$ cat config.mk
export PLATFORM = sky130hd
export DESIGN_NAME = ahb_master_if
export DESIGN_NICKNAME = d
export VERILOG_FILES = /design/src/rtl/ahb_master_if_pkg.sv /design/src/rtl/ahb_master_if.sv
export SDC_FILE = /design/constraint.sdc
export NUM_CORES = 1
export LEC_CHECK = 0
export BUFFER_PORTS_ARGS = -buffer_cell sky130_fd_sc_hd__buf_2
export CAP_MARGIN = 20
export CELL_PAD_IN_SITES_DETAIL_PLACEMENT = 1
export CELL_PAD_IN_SITES_GLOBAL_PLACEMENT = 2
export CORE_MARGIN = 5
export CORE_UTILIZATION = 25
export CTS_BUF_LIST = sky130_fd_sc_hd__clkbuf_8
export DETAILED_ROUTE_END_ITERATION = 7
export PLACE_DENSITY = 0.62
export SLEW_MARGIN = 15
export SYNTH_ARGS = -nofsm -noshare
export SYNTH_HDL_FRONTEND = slang
export SYNTH_SLANG_ARGS = --single-unit
$ cat constraint.sdc
create_clock -name HCLK -period 7.3 [get_ports HCLK]
set_input_delay 1.825 -clock HCLK [delete_from_list [all_inputs] [get_ports HCLK]]
set_output_delay 1.825 -clock HCLK [all_outputs]
set_load 0.03 [all_outputs]
$ cat src/rtl/ahb_master_if_pkg.sv
`default_nettype none
//==============================================================================
// Module      : ahb_master_if_pkg
// Description : Shared AHB encodings (HTRANS, HRESP, HBURST, HPROT) and the
//               retry-limit constants used by the single-transfer AHB master.
// Revision    : 1.0 - initial release
//==============================================================================

`ifndef AHB_TRANS_BITS
`define AHB_TRANS_BITS 2
`endif
`ifndef AHB_RESP_BITS
`define AHB_RESP_BITS 2
`endif

package ahb_master_if_pkg;

  // HTRANS encodings. Only single transfers are issued, so BUSY and SEQ are
  // never driven.
  localparam logic [`AHB_TRANS_BITS-1:0] HTRANS_IDLE   = 2'b00;
  localparam logic [`AHB_TRANS_BITS-1:0] HTRANS_NONSEQ = 2'b10;

  // HRESP encodings.
  localparam logic [`AHB_RESP_BITS-1:0] HRESP_OKAY  = 2'b00;
  localparam logic [`AHB_RESP_BITS-1:0] HRESP_ERROR = 2'b01;
  localparam logic [`AHB_RESP_BITS-1:0] HRESP_RETRY = 2'b10;
  localparam logic [`AHB_RESP_BITS-1:0] HRESP_SPLIT = 2'b11;

  // HBURST encoding for a single transfer.
  localparam logic [2:0] HBURST_SINGLE = 3'b000;

  // Privileged data access, non-bufferable, non-cacheable.
  localparam logic [3:0] HPROT_PRIV_DATA = 4'b0011;

  // Retry bookkeeping: a RETRY/SPLIT seen with the counter at RETRY_LIMIT
  // terminates the request with an error instead of reissuing it.
  localparam int         RETRY_CNT_W = 4;
  localparam logic [3:0] RETRY_LIMIT = 4'd8;

  // True for the two responses that ask the master to reissue the transfer.
  function automatic logic resp_is_retry(input logic [`AHB_RESP_BITS-1:0] resp);
    return (resp == HRESP_RETRY) || (resp == HRESP_SPLIT);
  endfunction

endpackage

`default_nettype wire

$ cat src/rtl/ahb_master_if.sv
`default_nettype none
//==============================================================================
// Module      : ahb_master_if
// Description : Single-transfer AHB bus master. Accepts one request from the
//               core, arbitrates for the bus, runs one NONSEQ/SINGLE transfer,
//               handles the two-cycle ERROR/RETRY/SPLIT responses (reissuing
//               up to a retry limit) and returns a one-cycle completion pulse.
// Revision    : 1.0 - initial release
//==============================================================================

`ifndef AHB_TRANS_BITS
`define AHB_TRANS_BITS 2
`endif
`ifndef AHB_RESP_BITS
`define AHB_RESP_BITS 2
`endif

module ahb_master_if
  import ahb_master_if_pkg::*;
(
  input  logic                       HCLK,
  input  logic                       HRESET,
  // core request side
  input  logic                       req_valid,
  output logic                       req_ready,
  input  logic                       req_write,
  input  logic                       req_lock,
  input  logic [31:0]                req_addr,
  input  logic [31:0]                req_wdata,
  input  logic [2:0]                 req_size,
  // core response side
  output logic                       rsp_valid,
  output logic                       rsp_error,
  output logic [31:0]                rsp_rdata,
  // arbiter
  output logic                       HBUSREQ,
  output logic                       HLOCK,
  input  logic                       HGRANT,
  // AHB slave response
  input  logic                       HREADY,
  input  logic [`AHB_RESP_BITS-1:0]  HRESP,
  input  logic [31:0]                HRDATA,
  // AHB address/data phase
  output logic [`AHB_TRANS_BITS-1:0] HTRANS,
  output logic [31:0]                HADDR,
  output logic [31:0]                HWDATA,
  output logic                       HWRITE,
  output logic [2:0]                 HSIZE,
  output logic [2:0]                 HBURST,
  output logic [3:0]                 HPROT
);

  typedef enum logic [2:0] {
    ST_IDLE   = 3'd0,
    ST_BUSREQ = 3'd1,
    ST_ADDR   = 3'd2,
    ST_DATA   = 3'd3,
    ST_RESP2  = 3'd4
  } state_e;

  state_e state_q, state_d;

  // Request captured at acceptance; reissues after RETRY/SPLIT reuse it.
  logic [31:0]            req_addr_q;
  logic [31:0]            req_wdata_q;
  logic                   req_write_q;
  logic                   req_lock_q;
  logic [2:0]             req_size_q;
  logic [RETRY_CNT_W-1:0] retry_q;

  // AHB control outputs are registered so they hold their last value
  // outside the phase that owns them.
  logic [31:0] haddr_q;
  logic [31:0] hwdata_q;
  logic        hwrite_q;
  logic [2:0]  hsize_q;
  logic [2:0]  hburst_q;
  logic [3:0]  hprot_q;

  logic        rsp_valid_q;
  logic        rsp_error_q;
  logic [31:0] rsp_rdata_q;

  // Per-cycle control strobes from the FSM.
  logic accept;      // request handshake completes this cycle
  logic load_aphase; // entering the address phase
  logic load_dphase; // entering the data phase
  logic resolve;     // slave response is final this cycle
  logic done;        // completion pulse next cycle
  logic done_err;    // completion carries an error
  logic cap_rdata;   // capture HRDATA for a successful read
  logic retry_inc;   // reissue the transfer
  logic bus_own;     // requesting / holding the bus

  // State register; reset aborts any in-flight transfer.
  always_ff @(posedge HCLK or posedge HRESET) begin
    if (HRESET) begin
      state_q <= ST_IDLE;
    end else begin
      state_q <= state_d;
    end
  end

  // Next-state and transfer-control strobes.
  always_comb begin
    state_d     = state_q;
    accept      = 1'b0;
    load_aphase = 1'b0;
    load_dphase = 1'b0;
    done        = 1'b0;
    done_err    = 1'b0;
    cap_rdata   = 1'b0;
    retry_inc   = 1'b0;
    resolve     = HREADY && ((state_q == ST_DATA) || (state_q == ST_RESP2));

    case (state_q)
      ST_IDLE: begin
        if (req_valid) begin
          accept  = 1'b1;
          state_d = ST_BUSREQ;
        end
      end
      ST_BUSREQ: begin
        // Ownership is taken only on an HREADY edge with grant, so grant
        // cannot be lost once in the address phase.
        if (HGRANT && HREADY) begin
          load_aphase = 1'b1;
          state_d     = ST_ADDR;
        end
      end
      ST_ADDR: begin
        if (HREADY) begin
          load_dphase = 1'b1;
          state_d     = ST_DATA;
        end
      end
      ST_DATA: begin
        // First cycle of a two-cycle non-OKAY response.
        if (!HREADY && (HRESP != HRESP_OKAY)) begin
          state_d = ST_RESP2;
        end
      end
      ST_RESP2: begin
        // Waits for the HREADY edge; handled by the resolve logic below.
      end
      default: begin
        state_d = ST_IDLE;
      end
    endcase

    // Final response from the slave in DATA or the second response cycle.
    if (resolve) begin
      if (HRESP == HRESP_OKAY) begin
        done      = 1'b1;
        cap_rdata = !req_write_q;
        state_d   = ST_IDLE;
      end else if (resp_is_retry(HRESP) && (retry_q != RETRY_LIMIT)) begin
        retry_inc = 1'b1;
        state_d   = ST_BUSREQ;
      end else begin
        done     = 1'b1;
        done_err = 1'b1;
        state_d  = ST_IDLE;
      end
    end
  end

  // Latch the request on acceptance.
  always_ff @(posedge HCLK or posedge HRESET) begin
    if (HRESET) begin
      req_addr_q  <= 32'd0;
      req_wdata_q <= 32'd0;
      req_write_q <= 1'b0;
      req_lock_q  <= 1'b0;
      req_size_q  <= 3'd0;
    end else if (accept) begin
      req_addr_q  <= req_addr;
      req_wdata_q <= req_wdata;
      req_write_q <= req_write;
      req_lock_q  <= req_lock;
      req_size_q  <= req_size;
    end
  end

  // Retry counter: cleared per request, bumped on each reissue.
  always_ff @(posedge HCLK or posedge HRESET) begin
    if (HRESET) begin
      retry_q <= '0;
    end else if (accept) begin
      retry_q <= '0;
    end else if (retry_inc) begin
      retry_q <= retry_q + 4'd1;
    end
  end

  // Address-phase controls, loaded as the address phase starts and held after.
  always_ff @(posedge HCLK or posedge HRESET) begin
    if (HRESET) begin
      haddr_q  <= 32'd0;
      hwrite_q <= 1'b0;
      hsize_q  <= 3'd0;
      hburst_q <= 3'd0;
      hprot_q  <= 4'd0;
    end else if (load_aphase) begin
      haddr_q  <= req_addr_q;
      hwrite_q <= req_write_q;
      hsize_q  <= req_size_q;
      hburst_q <= HBURST_SINGLE;
      hprot_q  <= HPROT_PRIV_DATA;
    end
  end

  // Write data, driven from the data phase onward and held afterwards.
  always_ff @(posedge HCLK or posedge HRESET) begin
    if (HRESET) begin
      hwdata_q <= 32'd0;
    end else if (load_dphase) begin
      hwdata_q <= req_wdata_q;
    end
  end

  // Completion pulse, error flag and read-data capture.
  always_ff @(posedge HCLK or posedge HRESET) begin
    if (HRESET) begin
      rsp_valid_q <= 1'b0;
      rsp_error_q <= 1'b0;
      rsp_rdata_q <= 32'd0;
    end else begin
      rsp_valid_q <= done;
      rsp_error_q <= done && done_err;
      if (cap_rdata) begin
        rsp_rdata_q <= HRDATA;
      end
    end
  end

  assign bus_own   = (state_q == ST_BUSREQ) || (state_q == ST_ADDR);

  assign req_ready = (state_q == ST_IDLE);
  assign rsp_valid = rsp_valid_q;
  assign rsp_error = rsp_error_q;
  assign rsp_rdata = rsp_rdata_q;

  assign HBUSREQ   = bus_own;
  assign HLOCK     = bus_own && req_lock_q;
  assign HTRANS    = (state_q == ST_ADDR) ? HTRANS_NONSEQ : HTRANS_IDLE;
  assign HADDR     = haddr_q;
  assign HWDATA    = hwdata_q;
  assign HWRITE    = hwrite_q;
  assign HSIZE     = hsize_q;
  assign HBURST    = hburst_q;
  assign HPROT     = hprot_q;

endmodule

`default_nettype wire

After elaboration in Yosys (flattened, before gate mapping)
Index checks and enable logic that the tools add are counted.
{ "word_totals": {"reg_bits": 179, "input_bits": 108} }
{ "classes": {"add_sub_neg": 1, "eq_ne": 12, "muxes": 27, "reduce_logical": 16} }
{ "op_table": {"columns": ["cell", "n"], "rows": [
  ["two-way mux 1 bit", 18],
  ["two-way mux 3 bit", 5],
  ["case mux 3 bit (5 select lines)", 1],
  ["two-way mux 4 bit", 2],
  ["equality test 3 x 2 -> 1 bit, second input constant", 2],
  ["logical AND 1 bit", 6],
  ["inequality test 3 x 2 -> 1 bit, second input constant", 2],
  ["inequality test 3 bit, second input constant", 2],
  ["AND reduction 5 bit", 1],
  ["adder 4 x 1 -> 4 bit, second input constant", 1],
  ["equality test 2 bit, second input constant", 2],
  ["inequality test 4 bit, second input constant", 1],
  ["nonzero test 2 bit", 2],
  ["equality test 3 x 1 -> 1 bit, second input constant", 1],
  ["equality test 3 bit, second input constant", 1],
  ["logical NOT 3 bit", 1],
  ["logical OR 1 bit", 3],
  ["logical NOT 1 bit", 2],
  ["logical NOT 2 bit", 1],
  ["two-way mux 2 bit", 1],
  ["inequality test 2 bit, second input constant", 1]
]} }

Logic depth before layout (Yosys ltp)
Gate-level depths: netlist of the first run.
{ "depth": {"ltp_word": 8, "depth_mapped": 7, "depth_no_buf": 6} }

Worst setup path before layout of the first run
No wires, ideal clock.
{ "synth_path": {"path_kind": "register -> output", "startpoint": "reg state_q[1]", "endpoint": "out HLOCK", "t_arrival_ns": 1.464, "t_required_ns": 5.475, "slack_ns": 4.011, "stages_incl_launch_ff": 5, "path_cell_list": "dfrtp_1 -> buf_4 -> xnor2_1 -> nor2_1 -> and2_1"} }
{ "synth_between": {"elab_chain_cells": 3, "elab_cells_between_ends": 4, "classes_between": "eq/ne (2); reduce/logical (2)"} }
{ "synth_lines": {"columns": ["element", "line_no", "rtl"], "rows": [
  ["start: declaration", "ahb_master_if.sv:61", "state_e state_q, state_d;"],
  ["start signal: assignment", "ahb_master_if.sv:100", "state_q <= state_d;"],
  ["equality test 3 x 1 -> 1 bit or equality test 3 x 2 -> 1 bit (tied branches)", "ahb_master_if.sv:237", "assign bus_own = (state_q == ST_BUSREQ) || (state_q == ST_ADDR);"],
  ["logical OR 1 bit *", "ahb_master_if.sv:237", null],
  ["named net HBUSREQ", "ahb_master_if.sv:36", "output logic HBUSREQ,"],
  ["logical AND 1 bit *", "ahb_master_if.sv:245", "assign HLOCK = bus_own && req_lock_q;"],
  ["end: declaration", "ahb_master_if.sv:37", "output logic HLOCK,"]
]} }
The timed path passes the listed nets; every way through them passes the cells marked *.

Worst setup path after layout of the first run
{ "layout_path": {"startpoint": "reg state_q[1]", "endpoint": "out HLOCK"} }
{ "layout_between": {"elab_chain_cells": 3, "elab_cells_between_ends": 4, "classes_between": "eq/ne (2); reduce/logical (2)"} }
{ "layout_lines": {"columns": ["element", "line_no"], "rows": [
  ["equality test 3 x 1 -> 1 bit or equality test 3 x 2 -> 1 bit (tied branches)", "ahb_master_if.sv:237"],
  ["logical OR 1 bit *", "ahb_master_if.sv:237"],
  ["logical AND 1 bit *", "ahb_master_if.sv:245"]
]} }
Every way passes the cells marked *; elsewhere a longest branch is shown, timed or not.

==> impl_results.html, run 1 <==
<table>
<tr><th>Metric</th><th>Value</th></tr>
<tr><th colspan="2">Route</th></tr>
<tr><td>Average routed wire per standard cell</td><td>~16 µm</td></tr>
<tr><td>Vias per inst</td><td>4.11</td></tr>
<tr><td>Number of routed nets with antenna violations</td><td>0</td></tr>
<tr><td>First-iteration detailed-routing DRC count</td><td>218</td></tr>
<tr><td>Total routed wirelength</td><td>approximately 19,000 µm</td></tr>
<tr><td>Number of design rule violations left after detail routing</td><td>0</td></tr>
<tr><td>DR pass1 iterations</td><td>4</td></tr>
<tr><td>Detailed-route via count</td><td>slightly below 5,000</td></tr>
<tr><th colspan="2">STA</th></tr>
<tr><td>Worst-case clock skew</td><td>0.0194 ns</td></tr>
<tr><td>Setup violations, final</td><td>0</td></tr>
<tr><td>Worst slew pin tran</td><td>roughly 1 ns</td></tr>
<tr><td>Share of the clock period used by the worst path after layout</td><td>0.518</td></tr>
<tr><td>Max-slew violations</td><td>0</td></tr>
<tr><td>TNS Setup</td><td>0 ns</td></tr>
<tr><td>Hold violation count in the final report</td><td>0</td></tr>
<tr><td>Relative max-transition margin</td><td>0.321</td></tr>
<tr><td>RSZ-0062 raised after global routing</td><td>no</td></tr>
<tr><td>Fmax</td><td>between 200 and 300 MHz</td></tr>
<tr><td>Least setup slack across all paths after layout</td><td>approximately 3.5 ns</td></tr>
<tr><td>Final critical path time including I/O delays and setup</td><td>about 3.8 ns</td></tr>
<tr><th colspan="2">Floorplan</th></tr>
<tr><td>Die Footprint</td><td>approximately 32,000 µm²</td></tr>
<tr><td>Die extent in x</td><td>~180 µm</td></tr>
<tr><td>Height of the die</td><td>around 180 µm</td></tr>
<tr><td>Total core area</td><td>27,900 µm²</td></tr>
<tr><td>Number of placed I/O pins</td><td>between 200 and 250</td></tr>
<tr><td>Placement row count</td><td>just over 60</td></tr>
<tr><td>Effective utilization at floorplan</td><td>0.254</td></tr>
<tr><th colspan="2">Logic synthesis</th></tr>
<tr><td>Number of synthesized flops with an enable pin</td><td>0</td></tr>
<tr><td>Flops &amp; latches, synth</td><td>approximately 180</td></tr>
<tr><td>Fraction of synthesized cell area in xor and xnor cells</td><td>0.00124</td></tr>
<tr><td>Fraction of synthesized area in multiplexers</td><td>0.177</td></tr>
<tr><td>Fraction of synthesis flops using an asynchronous set or reset pin</td><td>1.00</td></tr>
<tr><td>Fraction of the mapped netlist area in adder cells</td><td>0.00353</td></tr>
<tr><td>Synthesized area per cell</td><td>about 12 µm²</td></tr>
<tr><td>Complex-gate fraction of the synthesized area</td><td>0.0125</td></tr>
<tr><td>Sequential-to-total area share from yosys stat</td><td>0.632</td></tr>
<tr><td>Synth unique cells</td><td>38</td></tr>
<tr><td>Largest family of logic cells by synthesized area</td><td>multiplexers</td></tr>
<tr><td>Total standard cell area after synthesis</td><td>around 7100 µm²</td></tr>
<tr><td>Main flop type after synthesis</td><td>sky130_fd_sc_hd__dfrtp_1</td></tr>
<tr><td>Simple-gate portion of the synthesized area</td><td>0.136</td></tr>
<tr><td>Total number of yosys warnings</td><td>0</td></tr>
<tr><td>Mapped Cells</td><td>approximately 580</td></tr>
<tr><th colspan="2">Critical path</th></tr>
<tr><td>Category of the critical setup timing path</td><td>reg2out</td></tr>
<tr><td>Setup crit end kind</td><td>output port</td></tr>
<tr><td>Delay of the slowest critical-path stage</td><td>around 0.55 ns</td></tr>
<tr><td>Crit path required time</td><td>5.48 ns</td></tr>
<tr><td>Worst R2R Setup Slack</td><td>between 4 and 5 ns</td></tr>
<tr><td>CP max stage cell</td><td>sky130_fd_sc_hd__dfrtp_1</td></tr>
<tr><td>Crit-path cells</td><td>xnor2_1 -&gt; nor2_1 -&gt; and2_1 -&gt; buf_2</td></tr>
<tr><td>Critical Path Fanout Max</td><td>10</td></tr>
<tr><td>WP data arrival</td><td>between 1.5 and 2 ns</td></tr>
<tr><td>Startpoint types</td><td>flip-flop</td></tr>
<tr><th colspan="2">Power and ir drop</th></tr>
<tr><td>Lkg Pwr</td><td>4.80 nW</td></tr>
<tr><td>Peak supply drop</td><td>between 0.0001 and 0.00015 V</td></tr>
<tr><td>Internal Pwr Total</td><td>approximately 2.5 mW</td></tr>
<tr><td>Share of power burned in the clock network</td><td>0.211</td></tr>
<tr><td>Power per Cell Area</td><td>460 nW/µm²</td></tr>
<tr><td>Sequential fraction of design power</td><td>0.401</td></tr>
<tr><td>Combinational fraction of design power</td><td>0.387</td></tr>
<tr><td>Switching part of the total power</td><td>0.399</td></tr>
<tr><td>Reported net switching power</td><td>~1.6 mW</td></tr>
<tr><th colspan="2">Final layout</th></tr>
<tr><td>Synth-to-Final Area Change</td><td>26.5%</td></tr>
<tr><td>Share of cells above drive strength 1</td><td>0.453</td></tr>
<tr><td>Commonest non-fill, non-tap cell in the layout</td><td>sky130_fd_sc_hd__buf_2</td></tr>
<tr><td>Highest-count cells in the layout ignoring fill and taps</td><td>sky130_fd_sc_hd__buf_2, sky130_fd_sc_hd__nand2_1, sky130_fd_sc_hd__dfrtp_1</td></tr>
<tr><td>Net count, final</td><td>between 800 and 900</td></tr>
<tr><th colspan="2">Clock network</th></tr>
<tr><td>H-tree Lvls</td><td>4</td></tr>
<tr><td>Clock buffer depth</td><td>2</td></tr>
<tr><td>Root buffer cell</td><td>sky130_fd_sc_hd__clkbuf_8</td></tr>
<tr><td>Source-to-sink clock delay at the later pin of the worst-skew pair</td><td>between 0.4 and 0.5 ns</td></tr>
<tr><td>Number of buffers inserted by hold repair at cts</td><td>0</td></tr>
<tr><td>Resized Gates After CTS</td><td>0</td></tr>
<tr><td>CTS tree</td><td>built</td></tr>
<tr><td>Sinks on the clock net</td><td>179</td></tr>
<tr><td>CTS buffer count</td><td>17</td></tr>
<tr><td>Reg clk slew, reported paths</td><td>~0.10 ns</td></tr>
<tr><td>Post-CTS setup repair buffer count</td><td>0</td></tr>
<tr><th colspan="2">Global routing</th></tr>
<tr><td>Grt ovf</td><td>0</td></tr>
<tr><td>Pin count of the biggest net entering global routing</td><td>121</td></tr>
<tr><td>Layer with the highest usage</td><td>met2</td></tr>
<tr><td>Grt met2 use</td><td>0.193</td></tr>
<tr><td>Via count of the first global-routing pass</td><td>approximately 5,200</td></tr>
<tr><td>Global-route met1 utilization</td><td>0.160</td></tr>
<tr><td>Tot GR Track Use</td><td>0.120</td></tr>
<tr><td>First-pass GRT wire length</td><td>approximately 30,000 µm</td></tr>
<tr><td>Grt met3 use</td><td>0.0345</td></tr>
<tr><td>Initial antenna violation count</td><td>2</td></tr>
<tr><th colspan="2">Placement</th></tr>
<tr><td>IO Port Bufs</td><td>around 220</td></tr>
<tr><td>Placed wire-length estimate</td><td>about 13,000 µm</td></tr>
<tr><td>GP Congestion</td><td>between 0.7 and 0.8</td></tr>
<tr><td>Worst setup slack after placement</td><td>around 3.6 ns</td></tr>
<tr><th colspan="2">Outcome</th></tr>
<tr><td>Result of the run</td><td>finished clean</td></tr>
<tr><th colspan="2">Job</th></tr>
<tr><td>MaxCap Viol Count</td><td>0</td></tr>
<tr><th colspan="2">Min path</th></tr>
<tr><td>Class of the tightest hold or removal check</td><td>reg2reg</td></tr>
</table>
-- flip-flops by register name, indices dropped and copies added, names as in the netlist, 3 cells and up --
signal / cells
retry_q: 4
req_wdata_q: 32
HADDR: 32
HWDATA: 32
req_size_q: 3
rsp_rdata: 32
req_addr_q: 32
state_q: 3
HSIZE: 3
-- per-stage QoR --
| stage | hold WS (ns) | cells | cell area [µm²] | utilization | total power, mW |
|---|---|---|---|---|---|
| 5_1_grt | 0.498 | 1173 | 8970 | 0.321 | 4.41 |
| 4_1_cts | 0.483 | 1173 | 8970 | 0.321 | 4.22 |
| 2_1_floorplan | 0.437 | 583 | 7110 | - | 2.80 |
| 3_3_place_gp | 0.456 | 1143 | 8460 | 0.303 | 3.29 |
| 6_report | 0.474 | 1174 | 8970 | 0.321 | 4.12 |
| 3_5_place_dp | 0.458 | 1143 | 8460 | 0.303 | 3.32 |
-- power groups by stage --
stage / registers, mW / clock network [mW] / logic, mW
floorplan: 2.10 / 0 / 0.700
global placement: 1.67 / 0 / 1.61
detailed placement: 1.68 / 0 / 1.64
CTS: 1.66 / 0.913 / 1.64
global route: 1.71 / 0.952 / 1.74
finish: 1.65 / 0.872 / 1.60
-- metal layers --
layer,wire length (µm),part of all wire,up-vias
li1,-,-,2274
met4,156,0.0083,4
met1,8430,0.45,2413
met5,32,0.0017,-
met3,1070,0.057,11
met2,9160,0.49,122
-- critical path, delay by kind of cell, from the launching register on --
family,cells,cell delay [ns]
DFF,1,0.55
buffers and inverters,1,0.21
and+or+nand+nor,2,0.54
xor gates and xnor gates,1,0.19
-- logic make-up (layout without fill, tap and decap cells) --
kind of cell | Yosys count | in the layout
xor+xnor | 1 | 1
buf+inv | 40 | 252
simple gates | 240 | 240
compound gates | 13 | 13
other cells | 1 | 7
mux | 102 | 102
flops | 179 | 179
fa+ha+maj | 2 | 2
-- area by class of cell --
class | instances | area, µm²
Antenna cell | 1 | 2.50
Clock buffer | 17 | 234
Clock inverter | 13 | 270
Fill cell | 3219 | 19000
Inverter | 3 | 18.8
Multi-Input combinational cell | 364 | 2380
Sequential cell | 179 | 4480
Tap cell | 378 | 473
Timing Repair Buffer | 219 | 1110
-- worst paths after layout --
check                      depth (start not counted)                   start                     endpoint
min in group asynchronous                          2                  HRESET  req_wdata_q[16]$_DFFE_PP0P_
setup / recovery                                   4  state_q[1]$_DFFE_PP0P_                        HLOCK
max in group asynchronous                          3                  HRESET        HADDR[21]$_DFFE_PP0P_
hold / removal                                     2  req_lock_q$_DFFE_PP0P_       req_lock_q$_DFFE_PP0P_
setup reg to reg                                   4  state_q[1]$_DFFE_PP0P_    rsp_rdata[23]$_DFFE_PP0P_
hold reg to reg                                    2  req_lock_q$_DFFE_PP0P_       req_lock_q$_DFFE_PP0P_
-- cells in the mapped netlist (all sizes together) (2+ instances only) --
cell,instances,share of area
a21oi,3,0.0021
and2,4,0.0035
and3,3,0.0026
buf,20,0.026
clkbuf,17,0.0092
dfrtp,179,0.63
ha,2,0.0035
inv,3,0.0016
mux2,100,0.17
mux2i,2,0.0028
nand2,214,0.11
nand3,3,0.0021
nor2,6,0.0032
o21ai,4,0.0034
or2,2,0.0018
No activity file was read; power rests on OpenSTA's default activity.
==> run 2, diff against run 1 <==
Settings changed: ABC_AREA set to 1, PLACE_DENSITY 0.62 to 0.64.
Clock period 7.3 ns to 3.8 ns, I/O delays scaled along.
==> impl_results.html, run 2 <==
<table>
<tr><th>Metric</th><th>Value</th></tr>
<tr><th colspan="2">Final layout</th></tr>
<tr><td>Synth-to-Final Area Change</td><td>25.5% (was 26.5%)</td></tr>
<tr><td>Antenna Cells</td><td>0 (was 1)</td></tr>
<tr><td>Net count, final</td><td>1,028 (was 894)</td></tr>
<tr><td>Highest-count cells in the layout ignoring fill and taps</td><td>sky130_fd_sc_hd__nand2_1, sky130_fd_sc_hd__buf_2, sky130_fd_sc_hd__dfrtp_1 (was sky130_fd_sc_hd__buf_2, sky130_fd_sc_hd__nand2_1, sky130_fd_sc_hd__dfrtp_1)</td></tr>
<tr><td>Commonest non-fill, non-tap cell in the layout</td><td>sky130_fd_sc_hd__nand2_1 (was sky130_fd_sc_hd__buf_2)</td></tr>
<tr><td>Area of combinational cells with multiple inputs</td><td>2130 µm² (was 2380 µm²)</td></tr>
<tr><td>Final-layout fill cell count</td><td>3,391 (was 3,219)</td></tr>
<tr><td>Share of cells above drive strength 1</td><td>0.365 (was 0.453)</td></tr>
<tr><td>FF+latch area</td><td>4480 µm² (unchanged)</td></tr>
<tr><td>Final std cell area, no fill</td><td>9010 µm² (was 8970 µm²)</td></tr>
<tr><th colspan="2">Placement</th></tr>
<tr><td>Placed wire-length estimate</td><td>14,200 µm (was 12,700 µm)</td></tr>
<tr><td>IO Port Bufs</td><td>215 (unchanged)</td></tr>
<tr><td>Worst setup slack after placement</td><td>1.20 ns (was 3.56 ns)</td></tr>
<tr><td>Standard cell area after detailed placement</td><td>8610 µm² (was 8460 µm²)</td></tr>
<tr><td>GP Congestion</td><td>0.739 (was 0.729)</td></tr>
<tr><th colspan="2">Route</th></tr>
<tr><td>Total routed wirelength</td><td>19,600 µm (was 18,800 µm)</td></tr>
<tr><td>First-iteration detailed-routing DRC count</td><td>265 (was 218)</td></tr>
<tr><td>Average routed wire per standard cell</td><td>14.9 µm (was 16.1 µm)</td></tr>
<tr><td>Number of design rule violations left after detail routing</td><td>0 (unchanged)</td></tr>
<tr><td>Detailed-route via count</td><td>5,225 (was 4,824)</td></tr>
<tr><td>Vias per inst</td><td>3.97 (was 4.11)</td></tr>
<tr><td>DR pass1 iterations</td><td>4 (unchanged)</td></tr>
<tr><td>Number of routed nets with antenna violations</td><td>0 (unchanged)</td></tr>
<tr><th colspan="2">Floorplan</th></tr>
<tr><td>Effective utilization at floorplan</td><td>0.252 (was 0.254)</td></tr>
<tr><td>Die extent in x</td><td>179 µm (was 178 µm)</td></tr>
<tr><td>Die Footprint</td><td>32,200 µm² (was 31,800 µm²)</td></tr>
<tr><td>Total core area</td><td>28,500 µm² (was 27,900 µm²)</td></tr>
<tr><td>Number of placed I/O pins</td><td>222 (unchanged)</td></tr>
<tr><td>Height of the die</td><td>179 µm (was 178 µm)</td></tr>
<tr><td>Placement row count</td><td>62 (was 61)</td></tr>
<tr><th colspan="2">Clock network</th></tr>
<tr><td>Root buffer cell</td><td>sky130_fd_sc_hd__clkbuf_8 (unchanged)</td></tr>
<tr><td>Post-CTS setup repair buffer count</td><td>0 (unchanged)</td></tr>
<tr><td>H-tree Lvls</td><td>4 (unchanged)</td></tr>
<tr><td>Reg clk slew, reported paths</td><td>0.11 ns (was 0.10 ns)</td></tr>
<tr><td>CTS tree</td><td>built (unchanged)</td></tr>
<tr><td>Clock buffer depth</td><td>2 (unchanged)</td></tr>
<tr><td>Source-to-sink clock delay at the later pin of the worst-skew pair</td><td>0.46 ns (about the same)</td></tr>
<tr><td>Resized Gates After CTS</td><td>0 (unchanged)</td></tr>
<tr><td>CTS buffer count</td><td>17 (unchanged)</td></tr>
<tr><td>Number of buffers inserted by hold repair at cts</td><td>0 (unchanged)</td></tr>
<tr><td>Sinks on the clock net</td><td>179 (unchanged)</td></tr>
<tr><th colspan="2">Critical path</th></tr>
<tr><td>WP data arrival</td><td>1.87 ns (was 1.95 ns)</td></tr>
<tr><td>Setup crit end kind</td><td>output port (unchanged)</td></tr>
<tr><td>Delay of the slowest critical-path stage</td><td>0.51 ns (was 0.55 ns)</td></tr>
<tr><td>Worst R2R Setup Slack</td><td>1.68 ns (was 4.73 ns)</td></tr>
<tr><td>Crit path required time</td><td>2.85 ns (was 5.48 ns)</td></tr>
<tr><td>Number of cells on the worst reg-to-reg path</td><td>9 (was 4)</td></tr>
<tr><td>FF-to-FF End</td><td>rsp_rdata[23]$_DFFE_PP0P_ (unchanged)</td></tr>
<tr><td>Worst path top cell family by delay</td><td>simple AND/OR/NAND/NOR gates (was flip-flops)</td></tr>
<tr><td>Sum of buffers and inverters on the critical path</td><td>2 (was 1)</td></tr>
<tr><td>Category of the critical setup timing path</td><td>reg2out (unchanged)</td></tr>
<tr><td>Worst reg2reg startpoint</td><td>state_q[0]$_DFFE_PP0P_ (was state_q[1]$_DFFE_PP0P_)</td></tr>
<tr><td>CP max stage cell</td><td>sky130_fd_sc_hd__dfrtp_1 (unchanged)</td></tr>
<tr><td>Crit-path cells</td><td>nor2_1 -&gt; nand2_1 -&gt; nand2_1 -&gt; inv_1 -&gt; nor2_1 -&gt; buf_2 (was xnor2_1 -&gt; nor2_1 -&gt; and2_1 -&gt; buf_2)</td></tr>
<tr><td>CP Depth</td><td>6 (was 4)</td></tr>
<tr><td>Critical Path Fanout Max</td><td>7 (was 10)</td></tr>
<tr><td>Startpoint types</td><td>flip-flop (unchanged)</td></tr>
<tr><th colspan="2">Logic synthesis</th></tr>
<tr><td>Flops &amp; latches, synth</td><td>179 (unchanged)</td></tr>
<tr><td>Area fraction of the dominant cell type after synthesis</td><td>0.624 (was 0.632)</td></tr>
<tr><td>Mapped Cells</td><td>701 (was 578)</td></tr>
<tr><td>Synth unique cells</td><td>26 (was 38)</td></tr>
<tr><td>Post-synth top cells</td><td>sky130_fd_sc_hd__nand2_1, sky130_fd_sc_hd__dfrtp_1, sky130_fd_sc_hd__inv_1, sky130_fd_sc_hd__o21ai_0, sky130_fd_sc_hd__o21ai_2 (was sky130_fd_sc_hd__nand2_1, sky130_fd_sc_hd__dfrtp_1, sky130_fd_sc_hd__mux2_2, sky130_fd_sc_hd__mux2_4, sky130_fd_sc_hd__clkbuf_1)</td></tr>
<tr><td>Sequential-to-total area share from yosys stat</td><td>0.624 (was 0.632)</td></tr>
<tr><td>Number of synthesized flops with an enable pin</td><td>0 (unchanged)</td></tr>
<tr><td>Fraction of synthesis flops using an asynchronous set or reset pin</td><td>1.00 (unchanged)</td></tr>
<tr><td>Library cell occupying the most area in the post-synthesis netlist</td><td>sky130_fd_sc_hd__dfrtp_1 (unchanged)</td></tr>
<tr><td>Total standard cell area after synthesis</td><td>7180 µm² (was 7090 µm²)</td></tr>
<tr><td>Synthesized area per cell</td><td>10.2 µm² (was 12.3 µm²)</td></tr>
<tr><td>Top cells by area in the synthesized netlist</td><td>sky130_fd_sc_hd__dfrtp_1, sky130_fd_sc_hd__nand2_1, sky130_fd_sc_hd__o21ai_0, sky130_fd_sc_hd__mux2_2, sky130_fd_sc_hd__inv_1 (was sky130_fd_sc_hd__dfrtp_1, sky130_fd_sc_hd__nand2_1, sky130_fd_sc_hd__mux2_2, sky130_fd_sc_hd__mux2_4, sky130_fd_sc_hd__buf_12)</td></tr>
<tr><td>Main flop type after synthesis</td><td>sky130_fd_sc_hd__dfrtp_1 (unchanged)</td></tr>
<tr><td>Most instantiated library cell after synthesis</td><td>sky130_fd_sc_hd__nand2_1 (unchanged)</td></tr>
<tr><td>Total number of yosys warnings</td><td>0 (unchanged)</td></tr>
<tr><th colspan="2">STA</th></tr>
<tr><td>Least setup slack across all paths after layout</td><td>0.977 ns (was 3.52 ns)</td></tr>
<tr><td>Final critical path time including I/O delays and setup</td><td>2.82 ns</td></tr>
<tr><td>RSZ-0062 raised after global routing</td><td>no (unchanged)</td></tr>
<tr><td>TNS Setup</td><td>0 ns (unchanged)</td></tr>
<tr><td>Final-layout worst hold slack</td><td>0.484 ns (was 0.474 ns)</td></tr>
<tr><td>Max-slew violations</td><td>0 (unchanged)</td></tr>
<tr><td>Share of the clock period used by the worst path after layout</td><td>0.743</td></tr>
<tr><td>Worst-case clock skew</td><td>0.0224 ns (was 0.0194 ns)</td></tr>
<tr><td>Hold violation count in the final report</td><td>0 (unchanged)</td></tr>
<tr><td>Setup violations, final</td><td>0 (unchanged)</td></tr>
<tr><td>Fmax</td><td>approximately 350 MHz</td></tr>
<tr><td>Worst slew pin tran</td><td>0.739 ns (was 1.02 ns)</td></tr>
<tr><td>Relative max-transition margin</td><td>0.507 (was 0.321)</td></tr>
<tr><th colspan="2">Min path</th></tr>
<tr><td>Worst Hold Depth</td><td>2 (unchanged)</td></tr>
<tr><td>Endpoint with the worst hold slack</td><td>req_wdata_q[19]$_DFFE_PP0P_ (was req_lock_q$_DFFE_PP0P_)</td></tr>
<tr><td>Class of the tightest hold or removal check</td><td>reg2reg (unchanged)</td></tr>
<tr><td>Hold wc startpoint</td><td>req_wdata_q[19]$_DFFE_PP0P_ (was req_lock_q$_DFFE_PP0P_)</td></tr>
<tr><th colspan="2">Global routing</th></tr>
<tr><td>Via count of the first global-routing pass</td><td>5,745 (was 5,206)</td></tr>
<tr><td>Initial antenna violation count</td><td>2 (unchanged)</td></tr>
<tr><td>Tot GR Track Use</td><td>0.125 (was 0.120)</td></tr>
<tr><td>First-pass GRT wire length</td><td>32,500 µm (was 29,800 µm)</td></tr>
<tr><td>Pin count of the biggest net entering global routing</td><td>79 (was 121)</td></tr>
<tr><td>Grt ovf</td><td>0 (unchanged)</td></tr>
<tr><th colspan="2">Power and ir drop</th></tr>
<tr><td>Reported net switching power</td><td>3.38 mW (was 1.65 mW)</td></tr>
<tr><td>Sequential fraction of design power</td><td>0.414 (was 0.401)</td></tr>
<tr><td>Internal Pwr Total</td><td>4.23 mW (was 2.48 mW)</td></tr>
<tr><td>Power per Cell Area</td><td>845 nW/µm² (was 460 nW/µm²)</td></tr>
<tr><td>Share of power burned in the clock network</td><td>0.171 (was 0.211)</td></tr>
<tr><td>Combinational fraction of design power</td><td>0.415 (was 0.387)</td></tr>
<tr><td>Peak supply drop</td><td>0.000369 V (was 0.000126 V)</td></tr>
<tr><td>Lkg Pwr</td><td>4.87 nW (was 4.80 nW)</td></tr>
<tr><td>Switching part of the total power</td><td>0.444 (was 0.399)</td></tr>
<tr><th colspan="2">Job</th></tr>
<tr><td>MaxCap Viol Count</td><td>0 (unchanged)</td></tr>
<tr><th colspan="2">Outcome</th></tr>
<tr><td>Result of the run</td><td>finished clean (unchanged)</td></tr>
</table>
==> run 2: cell count changes after synthesis, sizes merged, moves of 5 or more <==
cell	previous run	this run
o21ai	4	106
inv	3	85
mux2	100	32
nand2	214	231
buf	20	27
nor2	6	13
clkbuf	17	11
nand3	3	8
==> run 2: power groups by stage <==
stage          clock, mW  combinational, mW  sequential [mW]
2_1_floorplan          0               1.34             4.07
3_3_place_gp           0               3.20             3.18
3_5_place_dp           0               3.24             3.19
4_1_cts             1.38               3.24             3.16
5_1_grt             1.46               3.51             3.26
6_report            1.30               3.16             3.15
==> run 2: kinds of logic after synthesis <==
kind of cell,Yosys count,synth area share
AO/OA/AOI/OAI,108,0.0925
buffers and inverters,123,0.0838
multiplexers,32,0.0502
flip-flops,179,0.624
adder cells (fa/ha/maj),2,0.00348
other,1,0.000522
XOR/XNOR,2,0.00244
AND/OR/NAND/NOR,254,0.143
==> run 2: through the flow <==
step | power (mW) | std cells | util
floorplan | 5.41 | 706 | -
global placement | 6.38 | 1282 | 0.302
detailed placement | 6.43 | 1282 | 0.302
CTS | 7.79 | 1314 | 0.315
global route | 8.24 | 1315 | 0.316
finish | 7.61 | 1315 | 0.316
==> run 2: worst max-delay path by stage <==
stage / from / slack, ns / to
final: state_q[0]$_DFFE_PP0P_ / 0.98 / HLOCK
after global routing: state_q[0]$_DFFE_PP0P_ / 0.72 / HLOCK
after CTS: state_q[0]$_DFFE_PP0P_ / 0.91 / HLOCK
after detailed placement: HRESP[1] / 1.20 / rsp_rdata[23]$_DFFE_PP0P_
after global placement: HRESP[1] / 1.20 / rsp_rdata[31]$_DFFE_PP0P_
after floorplan: HRESET / 0.56 / HADDR[0]$_DFFE_PP0P_
==> run 2: metal layers <==
metal | vias up | part of all wire | track usage
met4 | 4 | 0.012 | 0.0332
met2 | 111 | 0.48 | 0.200
met1 | 2499 | 0.46 | 0.167
met5 | - | 0.0016 | 0
li1 | 2595 | - | -
met3 | 16 | 0.045 | 0.0350
==> run 2: area by class of cell <==
cell class              instances  area share
flip-flops and latches        179       0.497
multi-input cells             404       0.236
repair buffers                231       0.136
well taps                     384      0.0533
inverters                      85      0.0360
clock buffers                  19      0.0290
clock inverters                13      0.0131
==> run 2: worst register-to-register path, cell delays in order (launching register included) <==
cell and delay [ns]:
sky130_fd_sc_hd__dfrtp_1 0.51, sky130_fd_sc_hd__nor2_4 0.18, sky130_fd_sc_hd__nand2_2 0.09, sky130_fd_sc_hd__nand2_2 0.09, sky130_fd_sc_hd__nand2_4 0.07, sky130_fd_sc_hd__inv_2 0.08
sky130_fd_sc_hd__nand3_4 0.38, sky130_fd_sc_hd__buf_4 0.43, sky130_fd_sc_hd__nand2_1 0.12, sky130_fd_sc_hd__o21ai_2 0.05
